## src/rtl/button_ctrl_unit.sv

```systemverilog
// Front-panel button stage for the time-clock datapath.
// Each raw pushbutton is synchronised, debounced and edge-detected into a
// single-cycle press pulse. The mode pulse toggles the display select; the
// run and clear pulses drive a small run/stop/clear FSM whose outputs gate
// and clear the downstream time counter.

// One button channel: 2-flop synchroniser, debounce counter, rising-edge pulse.
module button_ctrl_debounce #(
   parameter int DEBOUNCE_CYCLES = 1000000
) (
   input  logic i_clk,
   input  logic i_reset,
   input  logic i_btn,
   output logic press_pulse
);

   // Counter only has to reach DEBOUNCE_CYCLES-1, so clog2 of the count is enough.
   localparam int               CNT_W   = $clog2(DEBOUNCE_CYCLES);
   localparam logic [CNT_W-1:0] CNT_MAX = CNT_W'(DEBOUNCE_CYCLES - 1);
   localparam logic [CNT_W-1:0] CNT_ONE = CNT_W'(1);

   logic             sync_meta_r;
   logic             sync_r;
   logic             level_r;
   logic             level_d_r;
   logic [CNT_W-1:0] cnt_r;

   // Synchroniser, debounce counter and delayed level for edge detection.
   always_ff @(posedge i_clk) begin
      if (i_reset) begin
         sync_meta_r <= 1'b0;
         sync_r      <= 1'b0;
         level_r     <= 1'b0;
         level_d_r   <= 1'b0;
         cnt_r       <= '0;
      end else begin
         sync_meta_r <= i_btn;
         sync_r      <= sync_meta_r;
         level_d_r   <= level_r;
         if (sync_r == level_r) begin
            // Agreement (or a bounce back) throws away any partial count.
            cnt_r <= '0;
         end else if (cnt_r == CNT_MAX) begin
            // Held different for the full window: accept the new level.
            level_r <= sync_r;
            cnt_r   <= '0;
         end else begin
            cnt_r <= cnt_r + CNT_ONE;
         end
      end
   end

   // Both operands are flops, so the pulse is glitch-free and lasts one cycle.
   assign press_pulse = level_r & ~level_d_r;

endmodule


module button_ctrl_unit #(
   parameter int DEBOUNCE_CYCLES = 1000000
) (
   input  logic       i_clk,
   input  logic       i_reset,
   input  logic       i_btn_mode,
   input  logic       i_btn_run,
   input  logic       i_btn_clear,
   output logic       o_modeSW,
   output logic       o_run,
   output logic       o_clear,
   output logic [1:0] o_state
);

   localparam logic [1:0] ST_STOP  = 2'd0;
   localparam logic [1:0] ST_RUN   = 2'd1;
   localparam logic [1:0] ST_CLEAR = 2'd2;

   logic       mode_press_s;
   logic       run_press_s;
   logic       clear_press_s;
   logic [1:0] state_next_s;
   logic [1:0] state_r;
   logic       mode_r;
   logic       run_r;
   logic       clear_r;

   button_ctrl_debounce #(.DEBOUNCE_CYCLES(DEBOUNCE_CYCLES)) u_db_mode (
      .i_clk       (i_clk),
      .i_reset     (i_reset),
      .i_btn       (i_btn_mode),
      .press_pulse (mode_press_s)
   );

   button_ctrl_debounce #(.DEBOUNCE_CYCLES(DEBOUNCE_CYCLES)) u_db_run (
      .i_clk       (i_clk),
      .i_reset     (i_reset),
      .i_btn       (i_btn_run),
      .press_pulse (run_press_s)
   );

   button_ctrl_debounce #(.DEBOUNCE_CYCLES(DEBOUNCE_CYCLES)) u_db_clear (
      .i_clk       (i_clk),
      .i_reset     (i_reset),
      .i_btn       (i_btn_clear),
      .press_pulse (clear_press_s)
   );

   // Display mode toggles on every mode press, regardless of FSM state.
   always_ff @(posedge i_clk) begin
      if (i_reset) begin
         mode_r <= 1'b0;
      end else if (mode_press_s) begin
         mode_r <= ~mode_r;
      end else begin
         mode_r <= mode_r;
      end
   end

   // Next-state logic: clear beats run in STOP, clear is ignored in RUN,
   // CLEAR lasts one cycle and drops anything that arrives meanwhile.
   always_comb begin
      state_next_s = ST_STOP;
      case (state_r)
         ST_STOP: begin
            if (clear_press_s) begin
               state_next_s = ST_CLEAR;
            end else if (run_press_s) begin
               state_next_s = ST_RUN;
            end else begin
               state_next_s = ST_STOP;
            end
         end
         ST_RUN: begin
            if (run_press_s) begin
               state_next_s = ST_STOP;
            end else begin
               state_next_s = ST_RUN;
            end
         end
         ST_CLEAR: begin
            state_next_s = ST_STOP;
         end
         default: begin
            // Unused encoding recovers to a safe stopped state.
            state_next_s = ST_STOP;
         end
      endcase
   end

   // State register plus Moore outputs registered from the next state so
   // they line up exactly with the state they describe.
   always_ff @(posedge i_clk) begin
      if (i_reset) begin
         state_r <= ST_STOP;
         run_r   <= 1'b0;
         clear_r <= 1'b0;
      end else begin
         state_r <= state_next_s;
         run_r   <= (state_next_s == ST_RUN);
         clear_r <= (state_next_s == ST_CLEAR);
      end
   end

   assign o_modeSW = mode_r;
   assign o_run    = run_r;
   assign o_clear  = clear_r;
   assign o_state  = state_r;

endmodule

```

## config.mk

```make
export PLATFORM = sky130hd
export DESIGN_NAME = button_ctrl_unit
export DESIGN_NICKNAME = d
export VERILOG_FILES = /design/src/rtl/button_ctrl_unit.sv
export SDC_FILE = /design/constraint.sdc
export NUM_CORES = 1
export LEC_CHECK = 0
export ABC_CLOCK_PERIOD_IN_PS = 3770
export CAP_MARGIN = 25
export CORE_ASPECT_RATIO = 1.1
export CORE_UTILIZATION = 45
export CTS_BUF_LIST = sky130_fd_sc_hd__clkbuf_8
export DETAILED_ROUTE_END_ITERATION = 10
export SETUP_SLACK_MARGIN = 0.02
export SLEW_MARGIN = 20
export SYNTH_ARGS = -nofsm -noshare
export SYNTH_HDL_FRONTEND = slang
export SYNTH_HIERARCHICAL = 1
export SYNTH_SLANG_ARGS = --single-unit
```

## constraint.sdc

```tcl
create_clock -name i_clk -period 3.77 [get_ports i_clk]
set_input_delay 1.131 -clock i_clk [delete_from_list [all_inputs] [get_ports i_clk]]
set_output_delay 1.131 -clock i_clk [all_outputs]
set_load 0.02 [all_outputs]
```

==> reports/qor.csv <==
metric,value,unit
setup_viol,0,
min_path_type,reg2reg,
synth_area_leaders,"dfxtp_1 (47%), xnor2_1 (7.4%), nor2_1 (4.9%)",
port_buffers,9,
finalHoldViolCount,0,
pre_cts_ws,0.8571,ns
hold_start,u_db_mode/sync_meta_r$_SDFF_PP0_,
syn_inst,361,
powerDensity,391.5,nW/um2
cts_max_path_buffers,2,
reg2reg_depth,5,
finClkSkew,0.006487,ns
initial_core_util,0.4693,
worst_slack,1.249,ns
final_cells,459,
path_cells,"clkdlybuf4s50_1, a311o_1, nor2_1",
die_area,7696,um2
layout.nets,379,
gr-total-overflow,0,
synth_compound_area_frac,0.08173,
htreeDepth,3,
drt_first_iter_violations,95,
finalSetupTns,0,ns
slew-limit-headroom,0.5005,
synthFlopType,dfxtp_1,
ys.warnings.count,6,
clock_latency,0.33,ns
numCtsBuffers,9,
antenna_found_initial,0,
crit_arrival,2.71,ns
cts.sinks,77,
area_delta_synth_final,9.686,%
route.final.wire_length,5426,um
placed_area,3447,um2
yosysTopAreaCell,dfxtp_1,
ys_seq_area_frac,0.4661,
gp_congestion,0.7756,
cts_resized,0,
synthSimpleGateAreaFrac,0.2940,
synth_seq_cells,77,
async_flop_share,0,
avgSynthCellArea,9.160,um2
synth_top_cells_by_count,"dfxtp_1 (77), nor2_1 (43), xnor2_1 (28)",
synth_xor_area_frac,0.09799,
die_h,91.91,um
synth_nets,369,
routedWlPerCell,11.82,um
post-cts-setup-buffer-count,0,
start_kind,primary input,
fmax,0.3966,GHz
grt_pass1_wl,9839,um
max-cap-violations,0,
synthMuxAreaShare,0.01022,
r2r_start,u_db_mode/cnt_r[0]$_SDFF_PP0_,
ios,10,
hold_depth,1,
fin_crit,2.521,ns
synth_edf_count,0,
cts_tree,yes,
row_count,32,
drc,0,
dr_total_vias,2471,
drive_gt1_frac,0.08556,
utilization,0.5147,
r2r_slack,1.63,ns
synth_top_family_by_area,simple AND/OR/NAND/NOR gates,
fill_cells,673,
antennaDiodeCount,0,
drv_slew,0,
final_area,3627,um2
slowest_delay,0.78,ns
via_per_inst,5.383,
p_leak,1.102,nW
yosysUniqueCellTypes,32,
grt_max_degree,20,
rsz0062_at_grt,no,
path_max_fanout,19,
min_to,u_db_mode/sync_r$_SDFF_PP0_,
required,3.96,ns
cts_hold_buffers,0,
cts.clk_slew.worst_paths,0.07,ns
slowest_stage,clkdlybuf4s50_1,
status,"finished, final reports clean",
cp-end-kind,register,
core-area,7047,um2
grt_use_total,0.1590,
die_x,83.74,um
first_pass_iters,4,
synth-adder-area-share,0.01135,
clockRootBuffer,clkbuf_8,
crit_type,in2reg,
dpl.hpwl,3782,um
grt_pass1_vias,2242,
irDropWorstVdd,230.9,uV
synth.most_common_cell,dfxtp_1,
syn_area,3307,um2
period_share,0.6688,
r2r-end,u_db_mode/cnt_r[18]$_SDFF_PP0_,
ant_nets,0,
tightestPinTransition,0.7493,ns
synth_top_area_share,0.4661,
post-place-cells,445,
==> state kept, by name, summed over array words and instances (netlist names), 2 cells and up <==
register / cells
o_state: 2
u_db_clear/cnt_r: 20
u_db_mode/cnt_r: 20
u_db_run/cnt_r: 20
==> worst max-delay path, delay by kind of cell <==
kind	cells	cell delay [ns]
buffers and inverters	1	0.78
AOI/OAI and AO/OA	1	0.68
and+or+nand+nor	1	0.12
==> how the worst max path moves through the flow <==
stage                     slack (ns)  cells after the start                              end                            from
after floorplan                 1.80                      6  u_db_clear/cnt_r[18]$_SDFF_PP0_  u_db_clear/cnt_r[0]$_SDFF_PP0_
after global placement          0.89                      3     u_db_run/cnt_r[3]$_SDFF_PP0_                         i_reset
after detailed placement        0.86                      3   u_db_clear/cnt_r[8]$_SDFF_PP0_                         i_reset
after CTS                       1.20                      3     u_db_run/cnt_r[5]$_SDFF_PP0_                         i_reset
after global routing            1.07                      3     u_db_run/cnt_r[5]$_SDFF_PP0_                         i_reset
final                           1.25                      3   u_db_clear/cnt_r[8]$_SDFF_PP0_                         i_reset
==> cell type report <==
type / instances / area [um2] / area share
tap: 85 / 106.4 / 0.02932
sequential: 77 / 1541 / 0.4250
inverter: 15 / 56.30 / 0.01552
timing repair buffer: 11 / 105.1 / 0.02898
clock buffer: 10 / 137.6 / 0.03794
clock inverter: 4 / 42.54 / 0.01173
multi-input combinational: 257 / 1638 / 0.4515
==> cell usage in the layout, fill, tap and decap left out, drive strengths merged <==
cell type / n
a21oi: 21
a211oi: 2
nand3: 24
or3b: 1
or4: 12
clkbuf: 10
xnor2: 28
or3: 18
o21ai: 15
xor2: 9
a311o: 3
or2b: 1
dfxtp: 77
clkinv: 1
o31ai: 6
bufinv: 1
inv: 17
nor3: 12
nor4: 3
nand2: 15
nor2b: 15
and4: 3
and3: 3
clkdlybuf4s50: 9
nor4b: 8
buf: 2
nand4: 6
mux2: 3
ha: 3
or2: 3
nor2: 43
==> power by group <==
group | internal (mW) | switching, mW | leakage, nW
Clock | 0.311 | 0.270 | 0.101
Sequential | 0.817 | 0.00203 | 0.621
Combinational | 0.00871 | 0.0110 | 0.380
==> layer usage <==
layer  vias up  global-route usage  routed length [um]
met3         9             0.04860                 160
met4         0             0.06921                  90
met5         -                   0                   0
met2        22              0.2507                2544
li1       1283                   -                   -
met1      1157              0.2007                2630
==> kinds of logic (layout without fill, tap and decap cells) <==
family,Yosys count,after routing
and+or+nand+nor,167,167
muxes,3,3
adders and majority gates,3,3
xor gates and xnor gates,37,37
DFF,77,77
AOI/OAI and AO/OA,47,47
buffers and inverters,27,40
==> metrics by stage <==
step	total power, mW	hold slack (ns)
floorplan	0.8482	0.4138
global placement	0.8577	0.4268
detailed placement	0.8580	0.4281
CTS	1.440	0.4448
global route	1.478	0.4628
finish	1.420	0.4427
Note: power is estimated with default switching activity, not from simulation.
